`config.mk`:
```
export PLATFORM = sky130hd
export DESIGN_NAME = pipe_stage_reg
export DESIGN_NICKNAME = d
export VERILOG_FILES = /design/src/rtl/pipe_stage_reg.sv
export SDC_FILE = /design/constraint.sdc
export NUM_CORES = 1
export LEC_CHECK = 0
export ABC_AREA = 1
export BUFFER_PORTS_ARGS = -buffer_cell sky130_fd_sc_hd__buf_4
export CAP_MARGIN = 15
export CORE_ASPECT_RATIO = 0.6
export CORE_MARGIN = 3
export CORE_UTILIZATION = 44
export CTS_CLUSTER_DIAMETER = 200
export DETAILED_ROUTE_END_ITERATION = 8
export GPL_ROUTABILITY_DRIVEN = 0
export MAX_ROUTING_LAYER = met4
export PLACE_DENSITY = 0.8
export RECOVER_POWER = 100
export SLEW_MARGIN = 20
export SYNTH_ARGS = -nofsm -noshare
export SYNTH_HDL_FRONTEND = slang
export SYNTH_SLANG_ARGS = --single-unit
```
`constraint.sdc`:
```
create_clock -name clk -period 1.6 [get_ports clk]
set_input_delay 0 -clock clk [delete_from_list [all_inputs] [get_ports clk]]
set_output_delay 0 -clock clk [all_outputs]
set_load 0.02 [all_outputs]
```
`src/rtl/pipe_stage_reg.sv`:
```
// pipe_stage_reg: parametrised inter-stage pipeline register.
// Carries a control and a data bundle through STAGES register slices with a
// valid bit per slice. Supports stall, bubble insertion and flush from the
// hazard unit, and keeps a registered count of occupied slices.
module pipe_stage_reg #(
  parameter int unsigned DATA_W = 96,
  parameter int unsigned CTRL_W = 8,
  parameter int unsigned STAGES = 1,
  parameter int unsigned CNT_W  = 3
) (
  input  logic              clk,
  input  logic              rst,
  input  logic              stall_i,
  input  logic              bubble_i,
  input  logic              flush_i,
  input  logic              valid_i,
  input  logic [CTRL_W-1:0] ctrl_i,
  input  logic [DATA_W-1:0] data_i,
  output logic              valid_o,
  output logic [CTRL_W-1:0] ctrl_o,
  output logic [DATA_W-1:0] data_o,
  output logic [CNT_W-1:0]  occ_cnt
);

  generate
    if (STAGES < 1 || STAGES > 4 || (1 << CNT_W) <= STAGES) begin : g_bad_params
      $error("pipe_stage_reg: STAGES must be 1..4 and 2**CNT_W must exceed STAGES");
    end
  endgenerate

  logic [STAGES-1:0] vld_q, vld_d;
  logic [CTRL_W-1:0] ctrl_q [STAGES];
  logic [CTRL_W-1:0] ctrl_d [STAGES];
  logic [DATA_W-1:0] data_q [STAGES];
  logic [DATA_W-1:0] data_d [STAGES];
  logic [CNT_W-1:0]  cnt_q, cnt_d;
  logic              in_vld;

  // Next-state for all slices and the occupancy counter: flush > stall > bubble > advance.
  always_comb begin
    vld_d  = vld_q;
    ctrl_d = ctrl_q;
    data_d = data_q;
    cnt_d  = cnt_q;
    in_vld = 1'b0;
    if (flush_i) begin
      vld_d  = '0;
      ctrl_d = '{default: '0};
      data_d = '{default: '0};
      cnt_d  = '0;
    end else if (!stall_i) begin
      // A bubble is an advance whose incoming entry is forced empty.
      in_vld = valid_i & ~bubble_i;
      for (int unsigned k = 1; k < STAGES; k++) begin
        vld_d[k]  = vld_q[k-1];
        ctrl_d[k] = ctrl_q[k-1];
        data_d[k] = data_q[k-1];
      end
      // Invalid slots always carry zero control so no write enable escapes.
      vld_d[0]  = in_vld;
      ctrl_d[0] = in_vld ? ctrl_i : '0;
      data_d[0] = in_vld ? data_i : '0;
      cnt_d     = cnt_q + CNT_W'(in_vld) - CNT_W'(vld_q[STAGES-1]);
    end
  end

  // Slice and counter registers with synchronous reset.
  always_ff @(posedge clk) begin
    if (rst) begin
      vld_q  <= '0;
      ctrl_q <= '{default: '0};
      data_q <= '{default: '0};
      cnt_q  <= '0;
    end else begin
      vld_q  <= vld_d;
      ctrl_q <= ctrl_d;
      data_q <= data_d;
      cnt_q  <= cnt_d;
    end
  end

  assign valid_o = vld_q[STAGES-1];
  assign ctrl_o  = ctrl_q[STAGES-1];
  assign data_o  = data_q[STAGES-1];
  assign occ_cnt = cnt_q;

endmodule

```
== Yosys cells after proc, flatten, opt, wreduce, memory -nomap -nowiden ==
Cells that the tools add are included.
Word-level totals
  register bits after elaboration: 108
  bits of input ports: 110
  output and inout port bits: 108
  logic and storage cells: 11
Operators by class
  add/subtract/negate cells: 2
  mux-type cells: 2
  bitwise operators: 2
  reductions and logical operators: 1
Operator list (number)
  2-to-1 mux 96 bit: 1
  2-to-1 mux 8 bit: 1
  adder 3 x 1 -> 3 bit: 1
  subtractor 3 x 1 -> 3 bit: 1
  OR reduction 2 bit: 1
  AND 1 bit: 1
  NOT 1 bit: 1

== Longest topological paths before layout ==
  word-level depth: 4
  gate-level depth with buffers: 11
  gate-level depth less buffers: 11

== Worst setup path before layout ==
No wires, ideal clock.
  path type: register to register
  start: register vld_q (netlist: valid_o)
  end: register cnt_q[2] (netlist: occ_cnt[2])
  library setup time: 0.064 ns
  arrival: 1.591 ns
  data required time: 1.536 ns
  setup slack: -0.055 ns
  cell stages (with the launch flop): 11
  buffers on the path: 0
  clock period less this slack: 1.655 ns
  cell sequence: dfxtp_1 > inv_1 > xor2_1 > ha_1 > inv_1 > fa_1 > nand2_1 > nand2_1 > nor2_1 > nor2_1 > nor2_1
On the way
  cells in the longest elaborated chain, start to end: 1
RTL lines
  from (decl): line 31  | logic [STAGES-1:0] vld_q, vld_d;
  from (signal assigned): line 75  | vld_q <= vld_d;
  subtractor 3 x 1 -> 3 bit: line 63  | cnt_d = cnt_q + CNT_W'(in_vld) - CNT_W'(vld_q[STAGES-1]);
  to (signal assigned): line 78  | cnt_q <= cnt_d;
  to (decl): line 36  | logic [CNT_W-1:0] cnt_q, cnt_d;
Every way passes these cells.
A chain may end at the register's enable or synchronous reset.

== Worst setup path after layout ==
Ends and elaborated chain as after synthesis.

==> out/qor.json <==
{
  "run_status": {"value": "finished, final reports clean"},
  "die_width": {"value": 126, "unit": "um"},
  "hpwl": {"value": 8.23, "unit": "mm"},
  "remaining_drc_errors": {"value": 0},
  "synth.net_count": {"value": 598},
  "core_area": {"value": 8160, "unit": "sq um"},
  "critPathCaptureType": {"value": "flop"},
  "holdCritPathClass": {"value": "in -> reg"},
  "final-setup-viol-count": {"value": 0},
  "vias": {"value": 4552},
  "wire_per_inst": {"value": 16.0, "unit": "um"},
  "vdd_drop_max": {"value": 0.673, "unit": "mV"},
  "timing_worst_setup_path_type": {"value": "reg -> reg"},
  "timing.hold.ws": {"value": 0.0423, "unit": "ns"},
  "synthesis.area_per_instance": {"value": 7.87, "unit": "sq um"},
  "synth.area.top_cells": {"value": "dfxtp_1 (57%), nand2_1 (21%), a21oi_1 (14%)"},
  "cts_sinks": {"value": 108},
  "grt_antenna_before_repair": {"value": 0},
  "critPathMaxFanout": {"value": 3},
  "htree_num_levels": {"value": 3},
  "globalRouteOverflowTotal": {"value": 0},
  "drt.antenna.violating_nets": {"value": 0},
  "total_power": {"value": 5.53, "unit": "mW"},
  "highest_signal_layer_in_the_routed_design": {"value": "met4"},
  "number_of_nets_in_the_layout": {"value": 910},
  "drv_slew": {"value": 0},
  "drive_gt1_frac": {"value": 0.179},
  "ys_async_sr_fraction": {"value": 0},
  "synth-main-ff-cell": {"value": "dfxtp_1"},
  "firstDrtPassIters": {"value": 5},
  "syn_to_final_growth": {"value": 69.3, "unit": "%"},
  "most_frequent_cell_after_synthesis": {"value": "nand2_1"},
  "synth.largest_area_cell": {"value": "dfxtp_1"},
  "wl_met2": {"value": 7.36, "unit": "mm"},
  "yosys-top-cells-count": {"value": "nand2_1 (216), dfxtp_1 (108), a21oi_1 (107)"},
  "final.period_utilization": {"value": 0.982},
  "numPortBuffers": {"value": 217},
  "slew_headroom": {"value": 0.595},
  "synth-seq-cells": {"value": 108},
  "grt_start_max_net_pins": {"value": 59},
  "reg2regPathDepth": {"value": 10},
  "postLayoutCellArea": {"value": 6480, "unit": "sq um"},
  "chipHeight": {"value": 78.2, "unit": "um"},
  "gr-usage-all-layers": {"value": 0.298},
  "synth.top_cell.area_share": {"value": 0.565},
  "place_area": {"value": 5470, "unit": "sq um"},
  "synthesis.area": {"value": 3830, "unit": "sq um"},
  "worst_ep_arrival_time": {"value": 1.85, "unit": "ns"},
  "boundaryPins": {"value": 218},
  "critical_path.startpoint_type": {"value": "flop"},
  "clock_buffer_count_from_cts": {"value": 9},
  "power.leakage": {"value": 2.44, "unit": "nW"},
  "global_route_wire_length_before_repair": {"value": 22.9, "unit": "mm"},
  "vias_per_cell": {"value": 5.00},
  "clockRootBuffer": {"value": "clkbuf_16"},
  "min_path_cells": {"value": 3},
  "synth.yosys.warnings": {"value": 0},
  "num_antenna_cells": {"value": 0},
  "final_instance_count_excl_fillers": {"value": 911},
  "maxClockFrequency": {"value": 636, "unit": "MHz"},
  "critPathRequiredTime": {"value": 1.88, "unit": "ns"},
  "placement_rows": {"value": 25},
  "clockBufferDepth": {"value": 2},
  "yosysSeqAreaShare": {"value": 0.565},
  "drv.max_cap_violation_count": {"value": 0},
  "worstSkewPairLatency": {"value": 0.33, "unit": "ns"},
  "synth-edff-count": {"value": 0},
  "tns": {"value": 0, "unit": "ns"},
  "finalCriticalPeriod": {"value": 1.57, "unit": "ns"},
  "wl_met3": {"value": 1.39, "unit": "mm"},
  "gate_count_of_the_mapped_netlist": {"value": 486},
  "drtIter0Drc": {"value": 327},
  "initial_core_util": {"value": 0.469},
  "rsz_0062_raised_after_global_routing": {"value": "true"},
  "wirelength_met1": {"value": 5.47, "unit": "mm"},
  "skew": {"value": 0.00140, "unit": "ns"},
  "clkSlewWorstSetupHoldPaths": {"value": 0.07, "unit": "ns"},
  "die_area": {"value": 9890, "unit": "sq um"},
  "reg2reg_setup_slack": {"value": 0.03, "unit": "ns"},
  "cellPowerDensity": {"value": 853, "unit": "nW/um^2"},
  "totalWireLength": {"value": 14.6, "unit": "mm"},
  "cts_tree": {"value": "yes"},
  "number_of_global_route_vias_before_repair": {"value": 4493},
  "hold_viol_final": {"value": 0},
  "synthDistinctLibCells": {"value": 16},
  "worst-slew-pin-transition": {"value": 0.607, "unit": "ns"},
  "dp.cells": {"value": 784}
}
-- state kept, by name, summed over array words and instances, names as in the netlist --
| register | cells |
|---|---|
| occ_cnt | 3 |
| ctrl_o | 8 |
| valid_o | 1 |
| data_o | 96 |
-- cell families after synthesis --
| group | after synthesis | synth area share |
|---|---|---|
| AOI/OAI and AO/OA | 108 | 0.141 |
| adders and majority gates | 2 | 0.00850 |
| xor gates and xnor gates | 1 | 0.00229 |
| buffers and inverters | 43 | 0.0605 |
| DFF | 108 | 0.565 |
| and+or+nand+nor | 224 | 0.222 |
-- placed cells by master (no fill, tap or decap), types with 2 or more instances in the layout --
cell type      synthesis  final
clkinvlp_4             0      3
clkbuf_16              0      9
buf_12                 0      2
nand2_1              216    214
inv_2                  1      3
dlygate4sd3_1          0    110
a21oi_1              107    107
clkbuf_1              12    108
dfxtp_1              108    107
buf_4                  2    115
inv_1                  8      6
nand2_2                0      2
nor2_1                 6      5
-- worst max-delay path, cell delays in order (launching register included) --
cell and delay (ns):
dfxtp_2 0.33, inv_2 0.05, xor2_2 0.15, ha_2 0.19, inv_2 0.04, fa_2 0.36, nand2_2 0.11, nand2_2 0.06
nor2_2 0.09, nor2_1 0.05, nor2_1 0.07
-- per-stage QoR --
stage,utilization,setup slack (ns)
2_1_floorplan,-,0.0321
3_3_place_gp,0.670,0.0629
3_5_place_dp,0.670,-0.147
4_1_cts,0.842,-0.0575
5_1_grt,0.793,-0.0749
6_report,0.793,0.0282
-- report_power, final --
part           internal [mW]  switching [mW]
clock                   1.10           0.956
combinational          0.404           0.323
sequential              2.72          0.0213
total                   4.23            1.30
-- routing by layer --
metal | up-vias | global-route usage
met2 | 247 | 0.530
li1 | 2166 | -
met4 | 0 | 0.0974
met3 | 32 | 0.0843
met1 | 2107 | 0.324
met5 | - | -
-- cell type report --
| type | instances | area [sq um] |
|---|---|---|
| timing repair buffer | 335 | 2410 |
| sequential | 108 | 2160 |
| multi-input combinational | 335 | 1450 |
| clock buffer | 11 | 243 |
| clock inverter | 5 | 36.3 |
| inverter | 9 | 33.8 |
| fill | 588 | 1690 |
| tap | 108 | 135 |
-- path summary, 6_finish.rpt --
kind,to,start
min,data_o[18],stall_i
max reg2reg,occ_cnt[2],valid_o
max,occ_cnt[2],valid_o
min reg2reg,data_o[64],data_o[64]
-- what timing repair did --
action                                  4_1_cts  5_1_grt
buffers inserted                              1        0
endpoints found under the setup margin        1        1
pin swaps                                     5        3
resized for setup                             7        1
endpoints found under the hold margin       108        0
hold buffers                                110        0
Note: power is estimated with default switching activity, not from simulation.
